$ cat src/rtl/uart_tx_scheduler_pkg.sv
// Shared types and constants for the two-requester UART transmit scheduler.
package uart_tx_scheduler_pkg;

  localparam int unsigned MAX_BYTES  = 4;
  localparam int unsigned SETTLE_DEF = 2;
  localparam int unsigned FRAME_W    = 8 * MAX_BYTES;

  typedef enum logic [2:0] {
    ST_IDLE     = 3'd0,
    ST_GRANT    = 3'd1,
    ST_WAIT_RDY = 3'd2,
    ST_WRITE    = 3'd3,
    ST_SETTLE   = 3'd4,
    ST_DONE     = 3'd5
  } state_t;

  function automatic logic [2:0] clamp_len(input logic [2:0] len);
    return (len > 3'(MAX_BYTES)) ? 3'(MAX_BYTES) : len;
  endfunction

  // Left-justify the frame so the first byte to send sits in the top byte lane.
  function automatic logic [FRAME_W-1:0] align_frame(input logic [FRAME_W-1:0] data,
                                                     input logic [2:0]         len);
    logic [FRAME_W-1:0] r;
    case (len)
      3'd1:    r = {data[7:0],  24'h0};
      3'd2:    r = {data[15:0], 16'h0};
      3'd3:    r = {data[23:0], 8'h0};
      default: r = data;
    endcase
    return r;
  endfunction

endpackage

$ cat src/rtl/uart_tx_scheduler_if.sv
// Frame request handshake between one requester (master) and the scheduler (slave).
interface uart_tx_scheduler_if;
  logic                                      valid;
  logic [uart_tx_scheduler_pkg::FRAME_W-1:0] data;
  logic [2:0]                                len;
  logic                                      ack;
  logic                                      done;

  modport master (output valid, data, len, input ack, done);
  modport slave  (input valid, data, len, output ack, done);
endinterface

$ cat src/rtl/uart_tx_scheduler_rr_arbiter2.sv
// Two-way round-robin arbiter; the last-grant pointer moves only when a grant is taken.
module rr_arbiter2 (
  input  logic       clk,
  input  logic       rst_n,
  input  logic [1:0] req,
  input  logic       grant_en,
  output logic [1:0] gnt
);

  logic last_q, last_d;

  always_comb begin
    gnt = req;
    if (req == 2'b11) gnt = last_q ? 2'b01 : 2'b10;
  end

  always_comb begin
    last_d = last_q;
    if (grant_en && (gnt != 2'b00)) last_d = gnt[1];
  end

  // Pointer resets to requester 1 so requester 0 wins the first tie.
  always_ff @(posedge clk or negedge rst_n) begin
    if (!rst_n) last_q <= 1'b1;
    else        last_q <= last_d;
  end

endmodule

$ cat src/rtl/uart_tx_scheduler.sv
// Arbitrates whole frames from two requesters and streams their bytes to a UART
// holding register, pacing each write strobe by a fixed settle window.
module uart_tx_scheduler
  import uart_tx_scheduler_pkg::*;
#(
  parameter int unsigned SETTLE = SETTLE_DEF
) (
  input  logic                 clk,
  input  logic                 rst_n,
  uart_tx_scheduler_if.slave   req0,
  uart_tx_scheduler_if.slave   req1,
  input  logic                 txrdy,
  output logic [7:0]           data_out,
  output logic                 wen,
  output logic                 busy
);

  // The WRITE cycle counts as the first settle cycle, so SETTLE holds SETTLE-1 cycles.
  localparam bit         HAS_SETTLE  = (SETTLE > 1);
  localparam logic [2:0] SETTLE_LAST = HAS_SETTLE ? 3'(SETTLE - 2) : 3'd0;

  state_t             state_q, state_d;
  logic               owner_q, owner_d;
  logic               ack0_q, ack0_d, ack1_q, ack1_d;
  logic               done0_q, done0_d, done1_q, done1_d;
  logic               wen_q, wen_d, busy_q, busy_d;
  logic [7:0]         data_out_q, data_out_d;
  logic [2:0]         cnt_q, cnt_d, settle_q, settle_d;
  logic [FRAME_W-1:0] frame_q, frame_d;
  logic [2:0]         len_q, len_d;

  logic [1:0]         gnt;
  logic               grant_en, settled, frame_end;
  logic [FRAME_W-1:0] sel_data;
  logic [2:0]         sel_len;

  assign grant_en  = (state_q == ST_IDLE) && (req0.valid || req1.valid);
  assign sel_data  = gnt[1] ? req1.data : req0.data;
  assign sel_len   = clamp_len(gnt[1] ? req1.len : req0.len);
  assign frame_end = ((cnt_q + 3'd1) >= len_q);
  assign settled   = ((state_q == ST_WRITE) && !HAS_SETTLE) ||
                     ((state_q == ST_SETTLE) && (settle_q == SETTLE_LAST));

  rr_arbiter2 u_arb (
    .clk      (clk),
    .rst_n    (rst_n),
    .req      ({req1.valid, req0.valid}),
    .grant_en (grant_en),
    .gnt      (gnt)
  );

  always_comb begin
    state_d    = state_q;
    owner_d    = owner_q;
    ack0_d     = 1'b0;
    ack1_d     = 1'b0;
    done0_d    = 1'b0;
    done1_d    = 1'b0;
    wen_d      = 1'b1;
    data_out_d = data_out_q;
    busy_d     = busy_q;
    cnt_d      = cnt_q;
    settle_d   = settle_q;
    unique case (state_q)
      ST_IDLE: if (grant_en) begin
        state_d = ST_GRANT;
        owner_d = gnt[1];
        ack0_d  = gnt[0];
        ack1_d  = gnt[1];
        busy_d  = 1'b1;
        cnt_d   = 3'd0;
      end
      ST_GRANT: if (len_q == 3'd0) begin
        state_d = ST_DONE;
        done0_d = ~owner_q;
        done1_d = owner_q;
      end else begin
        state_d = ST_WAIT_RDY;
      end
      ST_WAIT_RDY: if (txrdy) begin
        state_d    = ST_WRITE;
        wen_d      = 1'b0;
        data_out_d = frame_q[FRAME_W-1 -: 8];
      end
      ST_WRITE: begin
        settle_d = 3'd0;
        state_d  = ST_SETTLE;
      end
      ST_SETTLE: settle_d = settle_q + 3'd1;
      ST_DONE: begin
        state_d = ST_IDLE;
        busy_d  = 1'b0;
      end
      default: state_d = ST_IDLE;
    endcase
    if (settled) begin
      if (frame_end) begin
        state_d = ST_DONE;
        done0_d = ~owner_q;
        done1_d = owner_q;
      end else begin
        state_d = ST_WAIT_RDY;
        cnt_d   = cnt_q + 3'd1;
      end
    end
  end

  always_ff @(posedge clk or negedge rst_n) begin
    if (!rst_n) begin
      state_q    <= ST_IDLE;
      owner_q    <= 1'b0;
      ack0_q     <= 1'b0;
      ack1_q     <= 1'b0;
      done0_q    <= 1'b0;
      done1_q    <= 1'b0;
      wen_q      <= 1'b1;
      data_out_q <= 8'h00;
      busy_q     <= 1'b0;
      cnt_q      <= 3'd0;
      settle_q   <= 3'd0;
    end else begin
      state_q    <= state_d;
      owner_q    <= owner_d;
      ack0_q     <= ack0_d;
      ack1_q     <= ack1_d;
      done0_q    <= done0_d;
      done1_q    <= done1_d;
      wen_q      <= wen_d;
      data_out_q <= data_out_d;
      busy_q     <= busy_d;
      cnt_q      <= cnt_d;
      settle_q   <= settle_d;
    end
  end

  // Frame shift register: loaded at grant, advanced one byte per accepted write.
  always_comb begin
    frame_d = frame_q;
    len_d   = len_q;
    if (grant_en) begin
      len_d   = sel_len;
      frame_d = align_frame(sel_data, sel_len);
    end else if ((state_q == ST_WAIT_RDY) && txrdy) begin
      frame_d = frame_q << 8;
    end
  end

  always_ff @(posedge clk) begin
    frame_q <= frame_d;
    len_q   <= len_d;
  end

  assign req0.ack  = ack0_q;
  assign req1.ack  = ack1_q;
  assign req0.done = done0_q;
  assign req1.done = done1_q;
  assign data_out  = data_out_q;
  assign wen       = wen_q;
  assign busy      = busy_q;

endmodule

$ cat src/flat_wrapper.sv
// flat-port wrapper written by rule: the top's interface ports become plain ports
module uart_tx_scheduler_flat import uart_tx_scheduler_pkg::*;
#(
  parameter int unsigned SETTLE = SETTLE_DEF
)
  (clk, rst_n, txrdy, data_out, wen, busy, req0_valid, req0_data, req0_len, req0_ack, req0_done, req1_valid, req1_data, req1_len, req1_ack, req1_done);
  uart_tx_scheduler_if req0_i ();
  uart_tx_scheduler_if req1_i ();
  input  logic clk;
  input  logic rst_n;
  input  logic txrdy;
  output logic [7:0] data_out;
  output logic wen;
  output logic busy;
  input wire logic [$bits(req0_i.valid)-1:0] req0_valid;
  input wire logic [$bits(req0_i.data)-1:0] req0_data;
  input wire logic [$bits(req0_i.len)-1:0] req0_len;
  output wire logic [$bits(req0_i.ack)-1:0] req0_ack;
  output wire logic [$bits(req0_i.done)-1:0] req0_done;
  input wire logic [$bits(req1_i.valid)-1:0] req1_valid;
  input wire logic [$bits(req1_i.data)-1:0] req1_data;
  input wire logic [$bits(req1_i.len)-1:0] req1_len;
  output wire logic [$bits(req1_i.ack)-1:0] req1_ack;
  output wire logic [$bits(req1_i.done)-1:0] req1_done;
  assign req0_i.valid = req0_valid;
  assign req0_i.data = req0_data;
  assign req0_i.len = req0_len;
  assign req0_ack = req0_i.ack;
  assign req0_done = req0_i.done;
  assign req1_i.valid = req1_valid;
  assign req1_i.data = req1_data;
  assign req1_i.len = req1_len;
  assign req1_ack = req1_i.ack;
  assign req1_done = req1_i.done;
  uart_tx_scheduler #(.SETTLE(SETTLE)) u_core (.clk(clk), .rst_n(rst_n), .req0(req0_i), .req1(req1_i), .txrdy(txrdy), .data_out(data_out), .wen(wen), .busy(busy));
endmodule
$ cat config.mk
export PLATFORM = sky130hd
export DESIGN_NAME = uart_tx_scheduler_flat
export DESIGN_NICKNAME = d
export VERILOG_FILES = /design/src/rtl/uart_tx_scheduler_pkg.sv /design/src/rtl/uart_tx_scheduler_if.sv /design/src/rtl/uart_tx_scheduler_rr_arbiter2.sv /design/src/rtl/uart_tx_scheduler.sv /design/src/flat_wrapper.sv
export SDC_FILE = /design/constraint.sdc
export NUM_CORES = 1
export LEC_CHECK = 0
export BUFFER_PORTS_ARGS = -buffer_cell sky130_fd_sc_hd__buf_4
export CELL_PAD_IN_SITES_DETAIL_PLACEMENT = 1
export CELL_PAD_IN_SITES_GLOBAL_PLACEMENT = 2
export CORE_MARGIN = 10
export CORE_UTILIZATION = 34
export CTS_CLUSTER_SIZE = 14
export DETAILED_ROUTE_END_ITERATION = 10
export GPL_TIMING_DRIVEN = 0
export PLACE_DENSITY = 0.84
export SETUP_SLACK_MARGIN = 0.05
export SYNTH_ARGS = -nofsm -noshare
export SYNTH_HDL_FRONTEND = slang
export SYNTH_SLANG_ARGS = --single-unit
$ cat constraint.sdc
create_clock -name clk -period 2.8 [get_ports clk]
set_clock_uncertainty 0.05 [all_clocks]
set_input_delay 0.56 -clock clk [delete_from_list [all_inputs] [get_ports clk]]
set_output_delay 0.56 -clock clk [all_outputs]
set_load 0.01 [all_outputs]
### After elaboration in Yosys (flattened, before gate mapping)

Index checks and enable logic that the tools add are counted.

| operators by class | value |
|---|---|
| reduce and logical (&&, ||, !) cells | 16 |
| bitwise logic cells | 1 |
| mux-type cells | 35 |
| add/sub/neg operators | 2 |
| $lt $le $gt $ge | 2 |
| equal/unequal tests | 13 |

Operators with widths:

| kind | number |
|---|---|
| $mux W32 | 3 |
| $pmux W32 S3 | 1 |
| $mux W3 | 11 |
| $mux W1 | 15 |
| $pmux W3 S5 | 1 |
| $eq A3 B2 Y1 const B | 4 |
| $logic_not A3 Y1 | 3 |
| $reduce_bool A2 Y1 | 4 |
| $add A3 B1 Y3 const B | 2 |
| $eq A3 B1 Y1 const B | 2 |
| $eq A3 B3 Y1 const B | 2 |
| $ne A3 B2 Y1 const B | 2 |
| $pmux W3 S2 | 1 |
| $reduce_and A2 Y1 | 3 |
| $logic_and A1 B1 Y1 | 4 |
| $mux W2 | 2 |
| $ge A3 B3 Y1 | 1 |
| $gt A3 B3 Y1 const B | 1 |
| $reduce_and A3 Y1 | 1 |
| $eq A2 B2 Y1 const B | 1 |
| $ne A2 B1 Y1 const B | 1 |
| $ne A2 B2 Y1 const B | 1 |
| $pmux W1 S2 | 1 |
| $logic_or A1 B1 Y1 | 1 |
| $not A1 Y1 | 1 |

| word-level totals | value |
|---|---|
| word-level logic and storage cells | 83 |
| register bits after elaboration | 60 |

### Logic depth before layout (Yosys ltp)

Gate-level depths: netlist of the first run.

| logic depth | value |
|---|---|
| word-level depth | 8 |
| mapped depth | 8 |

### Hierarchy

A second synthesis of the first run with hierarchy kept.

| second synthesis, totals | value |
|---|---|
| cell total of the unflattened synthesis | 353 |
| area total of the unflattened synthesis | 3568.4 µm² |

Modules (own cells, without submodules):

| module | instances | area each (µm²) | cells an instance | sequential area each (µm²) |
|---|---|---|---|---|
| uart_tx_scheduler | 1 | 3512.1 | 347 | 1652.8 |
| rr_arbiter2 | 1 | 56.3 | 6 | 26.3 |

### Worst setup path after synthesis of the first run

Ideal clock, no wire load.

| timing path | value |
|---|---|
| kind | input -> register |
| start | input port req1_valid |
| end | register u_core.frame_q[0] (enable) |
| stages | 5 |
| required time | 2.272 ns |
| data arrival time | 1.964 ns |
| setup slack | 0.308 ns |
| setup time | 0.478 ns |
| cells stage by stage | or2_1 nand2_1 buf_2 buf_1 nand2_1 |

| between the ends | value |
|---|---|
| cells in the longest elaborated chain, start to end | 3 |

RTL lines:

| element | line | RTL |
|---|---|---|
| from (decl) | flat_wrapper.sv:20 | `input wire logic [$bits(req1_i.valid)-1:0] req1_valid;` |
| $logic_or A1 B1 Y1 | uart_tx_scheduler.sv:37 | `assign grant_en = (state_q == ST_IDLE) && (req0.valid \|\| req1.valid);` |
| $logic_and A1 B1 Y1 | uart_tx_scheduler.sv:37 |  |
| $reduce_bool A2 Y1 (no line) | - |  |
| to (signal assigned) | uart_tx_scheduler.sv:149 | `frame_q <= frame_d;` |
| to (decl) | uart_tx_scheduler.sv:29 | `logic [FRAME_W-1:0] frame_q, frame_d;` |

Every way passes these cells.
A chain may end at the register's enable or synchronous reset.

### Worst setup path after layout of the first run

| timing path | value |
|---|---|
| start | register u_core.cnt_q[0] |
| end | register u_core.cnt_q[2] |

| between the ends | value |
|---|---|
| cells in the longest elaborated chain, start to end | 4 |

RTL lines:

| element | line | RTL |
|---|---|---|
| from (decl) | uart_tx_scheduler.sv:28 | `logic [2:0] cnt_q, cnt_d, settle_q, settle_d;` |
| from (signal assigned) | uart_tx_scheduler.sv:131 | `cnt_q <= cnt_d;` |
| $add A3 B1 Y3 * | uart_tx_scheduler.sv:40, uart_tx_scheduler.sv:103 |  |
| $ge A3 B3 Y1 | uart_tx_scheduler.sv:40 | `assign frame_end = ((cnt_q + 3'd1) >= len_q);` |
| $mux W3 * | uart_tx_scheduler.sv:97 | `if (frame_end) begin` |
| $mux W3 * | uart_tx_scheduler.sv:96 | `if (settled) begin` |
| net u_core.cnt_d[2] | uart_tx_scheduler.sv:28 |  |

Mark *: on every way through the listed nets, which the timed path passes. The rest lies on a longest branch.

==> metrics.log, run 1 <==
[metrics] outcome: completed
[metrics] DR vias: 3,510
[metrics] most numerous cell in the Yosys netlist: nand2_1
[metrics] element type at the critical path end: register
[metrics] nets@finish: ~560
[metrics] required arrival time at the worst endpoint: between 2000 and 3000 ps
[metrics] number of search-and-repair iterations in the first detailed-routing pass: 4
[metrics] largest fanout on the critical path: 6
[metrics] Mapped Avg Cell Area: approximately 10 sq um
[metrics] maximum number of pins on one net before global-route repair: 33
[metrics] Clock Latency Late Sink: about 340 ps
[metrics] Net Count, Synth: between 400 and 500
[metrics] Max Root-Sink Buffers: 2
[metrics] leakage power: 2.06 nW
[metrics] predominant post-synthesis flop cell: edfxtp_1
[metrics] fraction of layout cells with a size suffix above 1: 0.306
[metrics] warning count from the yosys run: 0
[metrics] count of final max-slew check failures: 0
[metrics] post-detailed-route DRC marker count: 0
[metrics] Worst Tran Pin Value: between 700 and 800 ps
[metrics] CTS Root Buffer Type: clkbuf_8
[metrics] average via count per standard cell: about 5.7
[metrics] # setup viols final: 0
[metrics] global-route usage over all layers: 0.160
[metrics] Cell variety after synth: 55
[metrics] fin util: 0.448
[metrics] clock transition at the registers of the reported paths: roughly 70 ps
[metrics] cell area after synthesis: 3800 sq um
[metrics] Hold Slack: about 64 ps
[metrics] Startpoint Class: register
[metrics] share of synthesized registers carrying an async set or reset: 0.417
[metrics] die height: 126 um
[metrics] CP Class: reg -> reg
[metrics] clock power share: 0.213
[metrics] EDFF count, synth: 35
[metrics] die width: roughly 130 um
[metrics] remaining number of nets flagged by the antenna check after routing: 0
[metrics] TritonCTS clock tree: yes
[metrics] row count: 38
[metrics] core region area: ~11,000 sq um
[metrics] routed wire length: 13,000 um
[metrics] reported net switching power: 0.00153 W
[metrics] setup repair after global routing missed its margin: false
[metrics] final count of hold timing violations: 0
[metrics] layout overhead on the synthesized area: 28.3%
[metrics] cells after synthesis: 377
[metrics] Sw Share: 0.354
[metrics] via count of the first global-routing pass: 3,902
[metrics] least setup slack across all paths after layout: between 300 and 400 ps
[metrics] global-route wire length before repair: between 20,000 and 25,000 um
[metrics] maximum capacitance violations: 0
[metrics] highest ir drop seen on vdd: around 450 uV
[metrics] WL/cell: about 21 um
[metrics] number of post-CTS setup repair buffers: 0
[metrics] worst-case headroom to the max-slew limit: 0.493
[metrics] die footprint: between 15,000 and 20,000 sq um
[metrics] cell area power density: roughly 900 nW/um^2
[metrics] number of inserted diodes: 0
[metrics] placed cells: about 610
[metrics] final worst-path cycle share: 0.876
[metrics] number of buffers inserted by port buffering: 88
[metrics] internal power: 0.00279 W
[metrics] post-synth top area share: 0.277
[metrics] Reg power frac: 0.385
[metrics] shortest clock period the worst path allows after layout: approximately 2500 ps
[metrics] Iteration-0 DRC Markers: 179
[metrics] largest area contributor in the synthesized netlist: edfxtp_1
[metrics] leading post-synthesis cells by instance count: nand2_1 (41), edfxtp_1 (35), nor2_1 (33)
[metrics] FMAX: about 410 MHz
[metrics] number of hold buffers added after cts: 0
[metrics] sequential fraction of the synthesis area: 0.442
[metrics] initial core utilization: 0.349
[metrics] pre-CTS setup slack: -550 ps
[metrics] total overflow reported by the global router: 0
[metrics] num ports: around 90
[metrics] combinational group share of total power: 0.403
[metrics] top post-synthesis cells by area: edfxtp_1 (28%), dfrtp_1 (15%), mux2i_1 (6.3%)
[metrics] data arrival time at the worst-slack endpoint: between 2000 and 3000 ps
[metrics] Max H-tree Level: 3
[metrics] number of buffers created by CTS: 9
[metrics] TritonCTS sink count: 60
[metrics] Final GP Congestion: about 0.8
[metrics] register bit total from synthesis: 60
[metrics] final standard cell count with taps included and fillers excluded: 621
[metrics] initial antenna violation count: 0
[metrics] final HPWL from detailed placement: just over 10,000 um
[metrics] Hold Path Class: in -> async
what timing repair did:
action / CTS / global route
resized for setup: 1 / 1
endpoints found under the setup margin: 32 / 32
cloned: 0 / 0
power by group through the flow:
stage,Clock (W),Sequential (W),Combinational [W]
floorplan,0,0.00166,0.00107
global placement,0,0.00167,0.00168
detailed placement,0,0.00169,0.00173
CTS,0.000937,0.00167,0.00174
global route,0.000980,0.00170,0.00191
finish,0.000917,0.00166,0.00174
kinds of logic (layout without fill, tap and decap cells):
group	Yosys count	in the layout	synth area share
and+or+nand+nor	131	131	0.174
AOI/OAI and AO/OA	102	102	0.213
DFF	60	60	0.442
buffers and inverters	42	146	0.0514
muxes	36	36	0.0998
adders and majority gates	6	6	0.0198
placed cells by master (no fill, tap or decap), drive strengths merged, types with 18 or more instances in the layout:
master and n:
a21oi 18, inv 18, buf 105, edfxtp 35
nor3b 23, nor2 34, nand2 42, mux2i 24
dfrtp 23
stage by stage:
| step | power (W) | setup TNS (ps) | cell area (sq um) |
|---|---|---|---|
| 2_1_floorplan | 0.00273 | 0 | 3800 |
| 3_3_place_gp | 0.00335 | -15300 | 4630 |
| 3_5_place_dp | 0.00342 | -17590 | 4630 |
| 4_1_cts | 0.00435 | 0 | 4870 |
| 5_1_grt | 0.00459 | 0 | 4870 |
| 6_report | 0.00431 | 0 | 4870 |
area by class of cell:
cell class,count,area (sq um)
multi-input cells,275,1930
inverters,19,71.3
plain buffers,23,124
clock buffers,11,131
flip-flops and latches,60,1680
fillers,1249,6010
clock inverters,5,100
repair buffers,88,661
well taps,140,175
metal layers:
layer  track usage  up-vias  share of wire
li1              -     1644              -
met1         0.178     1743           0.41
met2         0.289      104           0.53
met3        0.0411       19          0.051
met4        0.0515        0          0.018
met5             0        -              0
state kept, by name, indices dropped and copies added (netlist names):
register,count
u_core.busy,1
u_core.wen,1
u_core.u_arb.last_q,1
u_core.req0.ack,1
u_core.len_q,3
u_core.data_out,8
u_core.owner_q,1
u_core.settle_q,3
u_core.frame_q,32
u_core.state_q,3
u_core.req1.ack,1
u_core.req0.done,1
u_core.cnt_q,3
u_core.req1.done,1
final timing paths:
path                                              start                              to  slack, ps  cells past startpoint
max in group asynchronous                         rst_n            u_core.wen$_DFF_PN1_       2330                      1
setup reg to reg              u_core.cnt_q[0]$_DFF_PN0_       u_core.cnt_q[2]$_DFF_PN0_        350                      8
hold reg to reg            u_core.frame_q[24]$_DFFE_PP_  u_core.data_out[0]$_DFFE_PN0P_        430                      1
min in group clk                             req0_valid       u_core.req0.ack$_DFF_PN0_        430                      2
hold / removal                                    rst_n      u_core.owner_q$_DFFE_PN0P_         60                      1
setup / recovery              u_core.cnt_q[0]$_DFF_PN0_       u_core.cnt_q[2]$_DFF_PN0_        350                      8
critical path: stages, from the launching register on:
cell	delay [ps]
dfrtp_1	420
ha_1	230
nand2b_1	160
nand2_1	90
ha_1	250
a21oi_1	170
o2111ai_1	300
or2_2	420
a31o_2	260
No activity file was read; power rests on OpenSTA's default activity.
==> run 2, diff against run 1 <==
--- a/config.mk
+++ b/config.mk
@@ -13,7 +13,7 @@
 export CTS_CLUSTER_SIZE = 14
 export DETAILED_ROUTE_END_ITERATION = 10
 export GPL_TIMING_DRIVEN = 0
-export PLACE_DENSITY = 0.84
+export PLACE_DENSITY = 0.91
 export SETUP_SLACK_MARGIN = 0.05
 export SYNTH_ARGS = -nofsm -noshare
 export SYNTH_HDL_FRONTEND = slang
==> run 2 against run 1 <==
  * Setup slack lost 21 ps
  * Hold slack improved by 2.9 ps
  * First-iteration DRC count rose by 68%
  * Clock-buffer cell count down 1
  * Utilization decreased by 0.28 points
  * Non-clock buffer count unchanged
  * Critical path type unchanged
  * Sequential cell count unchanged
  * Critical path depth is the same
  * Wire length increased by 1.1%
  * Final area is 0.62% lower
  * Largest power group unchanged
  * Sequential share of layout area is 0.21 points higher
  * Global-route usage up 0.16 points
==> metrics.log, run 2 (synthesized netlist as in run 1, its figures left out) <==
[metrics] number of buffers created by CTS: 9
[metrics] Sw Share: 0.374
[metrics] number of post-CTS setup repair buffers: 0
[metrics] final count of hold timing violations: 0
[metrics] most used cells in the layout excluding fill and tap cells: buf_4 (91), nand2_1 (40), edfxtp_1 (35), nor2_1 (33), mux2i_1 (24)
[metrics] setup repair after global routing missed its margin: false
[metrics] routed wire length: 13,100 um
[metrics] Placed Area: approximately 4600 sq um
[metrics] leading cell type in the layout, fill and taps excluded: buf_4
[metrics] max reg flops: 32
[metrics] outcome: completed
[metrics] clock transition at the registers of the reported paths: approximately 70 ps
[metrics] Metal-1 WL: between 5000 and 6000 um
[metrics] maximum number of pins on one net before global-route repair: 33
[metrics] element type at the critical path end: register
[metrics] num ports: 89
[metrics] average via count per standard cell: approximately 5.7
[metrics] initial antenna violation count: 0
[metrics] total overflow reported by the global router: 0
[metrics] Reg power frac: 0.396
[metrics] Iteration-0 DRC Markers: ~300
[metrics] row count: 38
[metrics] reported net switching power: 0.00157 W
[metrics] Final GP Congestion: roughly 0.86
[metrics] Max Root-Sink Buffers: 2
[metrics] wire length on met2: 6740 um
[metrics] leakage power: approximately 2.0 nW
[metrics] nets@finish: 557
[metrics] number of buffers inserted by port buffering: 88
[metrics] final HPWL from detailed placement: 10,400 um
[metrics] total power draw: ~0.0042 W
[metrics] die width: between 100 and 150 um
[metrics] remaining number of nets flagged by the antenna check after routing: 0
[metrics] Max H-tree Level: 3
[metrics] DR vias: approximately 3,600
[metrics] via count of the first global-routing pass: 3,924
[metrics] cell area after layout: between 4000 and 5000 sq um
[metrics] # setup viols final: 0
[metrics] data arrival time at the worst-slack endpoint: between 2000 and 3000 ps
[metrics] placed cells: 605
[metrics] global-route wire length before repair: about 21,000 um
[metrics] pre-CTS setup slack: -613 ps
[metrics] shortest clock period the worst path allows after layout: between 2000 and 2500 ps
[metrics] largest reg by FF count: u_core.frame_q
[metrics] R2R Path End: u_core.cnt_q[2]$_DFF_PN0_
[metrics] count of final max-slew check failures: 0
[metrics] number of search-and-repair iterations in the first detailed-routing pass: 4
[metrics] fraction of layout cells with a size suffix above 1: 0.308
[metrics] required arrival time at the worst endpoint: roughly 3000 ps
[metrics] die footprint: between 15,000 and 20,000 sq um
[metrics] met3 WL post-DR: approximately 760 um
[metrics] final total negative setup slack: 0 ps
[metrics] Clock Latency Late Sink: between 300 and 400 ps
[metrics] highest layer used for signal routing: met4
[metrics] Hold Path Class: in -> async
[metrics] CP Class: reg -> reg
[metrics] Worst Tran Pin Value: around 720 ps
[metrics] cell area power density: ~870 nW/um^2
[metrics] core region area: 10,900 sq um
[metrics] cell depth of the worst flop-to-flop path: 8
[metrics] FF-to-FF Start: u_core.cnt_q[0]$_DFF_PN0_
[metrics] WL/cell: approximately 21 um
[metrics] TritonCTS clock tree: yes
[metrics] setup slack, reg-to-reg: ~330 ps
[metrics] final standard cell count with taps included and fillers excluded: roughly 620
[metrics] final worst-path cycle share: 0.884
[metrics] initial core utilization: 0.349
[metrics] die height: about 130 um
[metrics] maximum capacitance violations: 0
[metrics] source of the critical timing path: u_core.cnt_q[0]$_DFF_PN0_
[metrics] worst-case headroom to the max-slew limit: 0.520
[metrics] largest fanout on the critical path: 6
[metrics] least setup slack across all paths after layout: approximately 330 ps
[metrics] FMAX: 404 MHz
[metrics] CTS Root Buffer Type: clkbuf_8
[metrics] global-route usage over all layers: 0.161
[metrics] number of hold buffers added after cts: 0
[metrics] post-detailed-route DRC marker count: 0
[metrics] layout overhead on the synthesized area: 27.5%
[metrics] Startpoint Class: register
[metrics] number of inserted diodes: 0
[metrics] TritonCTS sink count: 60
[metrics] clock power share: 0.188
[metrics] highest ir drop seen on vdd: around 330 uV
[metrics] internal power: around 0.0026 W
[metrics] combinational group share of total power: 0.416
run 2: cell types whose count changed in the layout (fill, tap and decap cells not counted), sizes merged:
cell	delta
bufinv	-2
clkinv	-1
clkbuf	-1
clkinvlp	+4
run 2: worst max-delay path: stages (launching register included):
cell,delay (ps)
dfrtp_1,430
ha_1,230
nand2b_1,160
nand2_1,80
ha_1,240
a21oi_1,200
o2111ai_1,310
or2_2,420
a31o_2,260
run 2: what timing repair did:
action / CTS / global route
setup endpoints to repair: 32 / 32
resized for setup: 1 / 1
pin swaps: 0 / 0
run 2: how the worst max path moves through the flow:
| stage | to | slack (ps) | depth (start not counted) |
|---|---|---|---|
| 2_1_floorplan | u_core.frame_q[0]$_SDFFCE_PN0P_ | 310 | 5 |
| 3_3_place_gp | u_core.frame_q[20]$_DFFE_PP_ | -500 | 6 |
| 3_5_place_dp | u_core.frame_q[16]$_DFFE_PP_ | -610 | 6 |
| 4_1_cts | u_core.frame_q[16]$_DFFE_PP_ | 140 | 5 |
| 5_1_grt | u_core.frame_q[0]$_SDFFCE_PN0P_ | 200 | 5 |
| 6_report | u_core.cnt_q[2]$_DFF_PN0_ | 330 | 8 |
run 2: cell type report:
type | count | area (sq um)
multi-input combinational | 275 | 1930
clock buffer | 10 | 138
sequential | 60 | 1680
inverter | 19 | 71.3
timing repair buffer | 88 | 661
buffer | 23 | 124
fill | 1245 | 6040
tap | 140 | 175
clock inverter | 6 | 63.8
run 2: per-layer routing:
| layer | vias to the layer above | track usage |
|---|---|---|
| met3 | 16 | 0.0499 |
| met5 | - | 0 |
| met4 | 0 | 0.0386 |
| met1 | 1790 | 0.179 |
| met2 | 110 | 0.293 |
| li1 | 1642 | - |
run 2: through the flow:
| step | hold WS [ps] | util |
|---|---|---|
| final | 66.4 | 0.445 |
| after global routing | 78.8 | 0.445 |
| after CTS | 72.7 | 0.444 |
| after detailed placement | 409 | 0.426 |
| after global placement | 395 | 0.426 |
| after floorplan | 214 | - |
run 2: power by group through the flow:
stage / logic, W / registers [W] / clock network (W)
after floorplan: 0.00107 / 0.00166 / 0
after global placement: 0.00167 / 0.00167 / 0
after detailed placement: 0.00174 / 0.00169 / 0
after CTS: 0.00175 / 0.00167 / 0.000802
after global routing: 0.00192 / 0.00170 / 0.000850
final: 0.00175 / 0.00167 / 0.000789
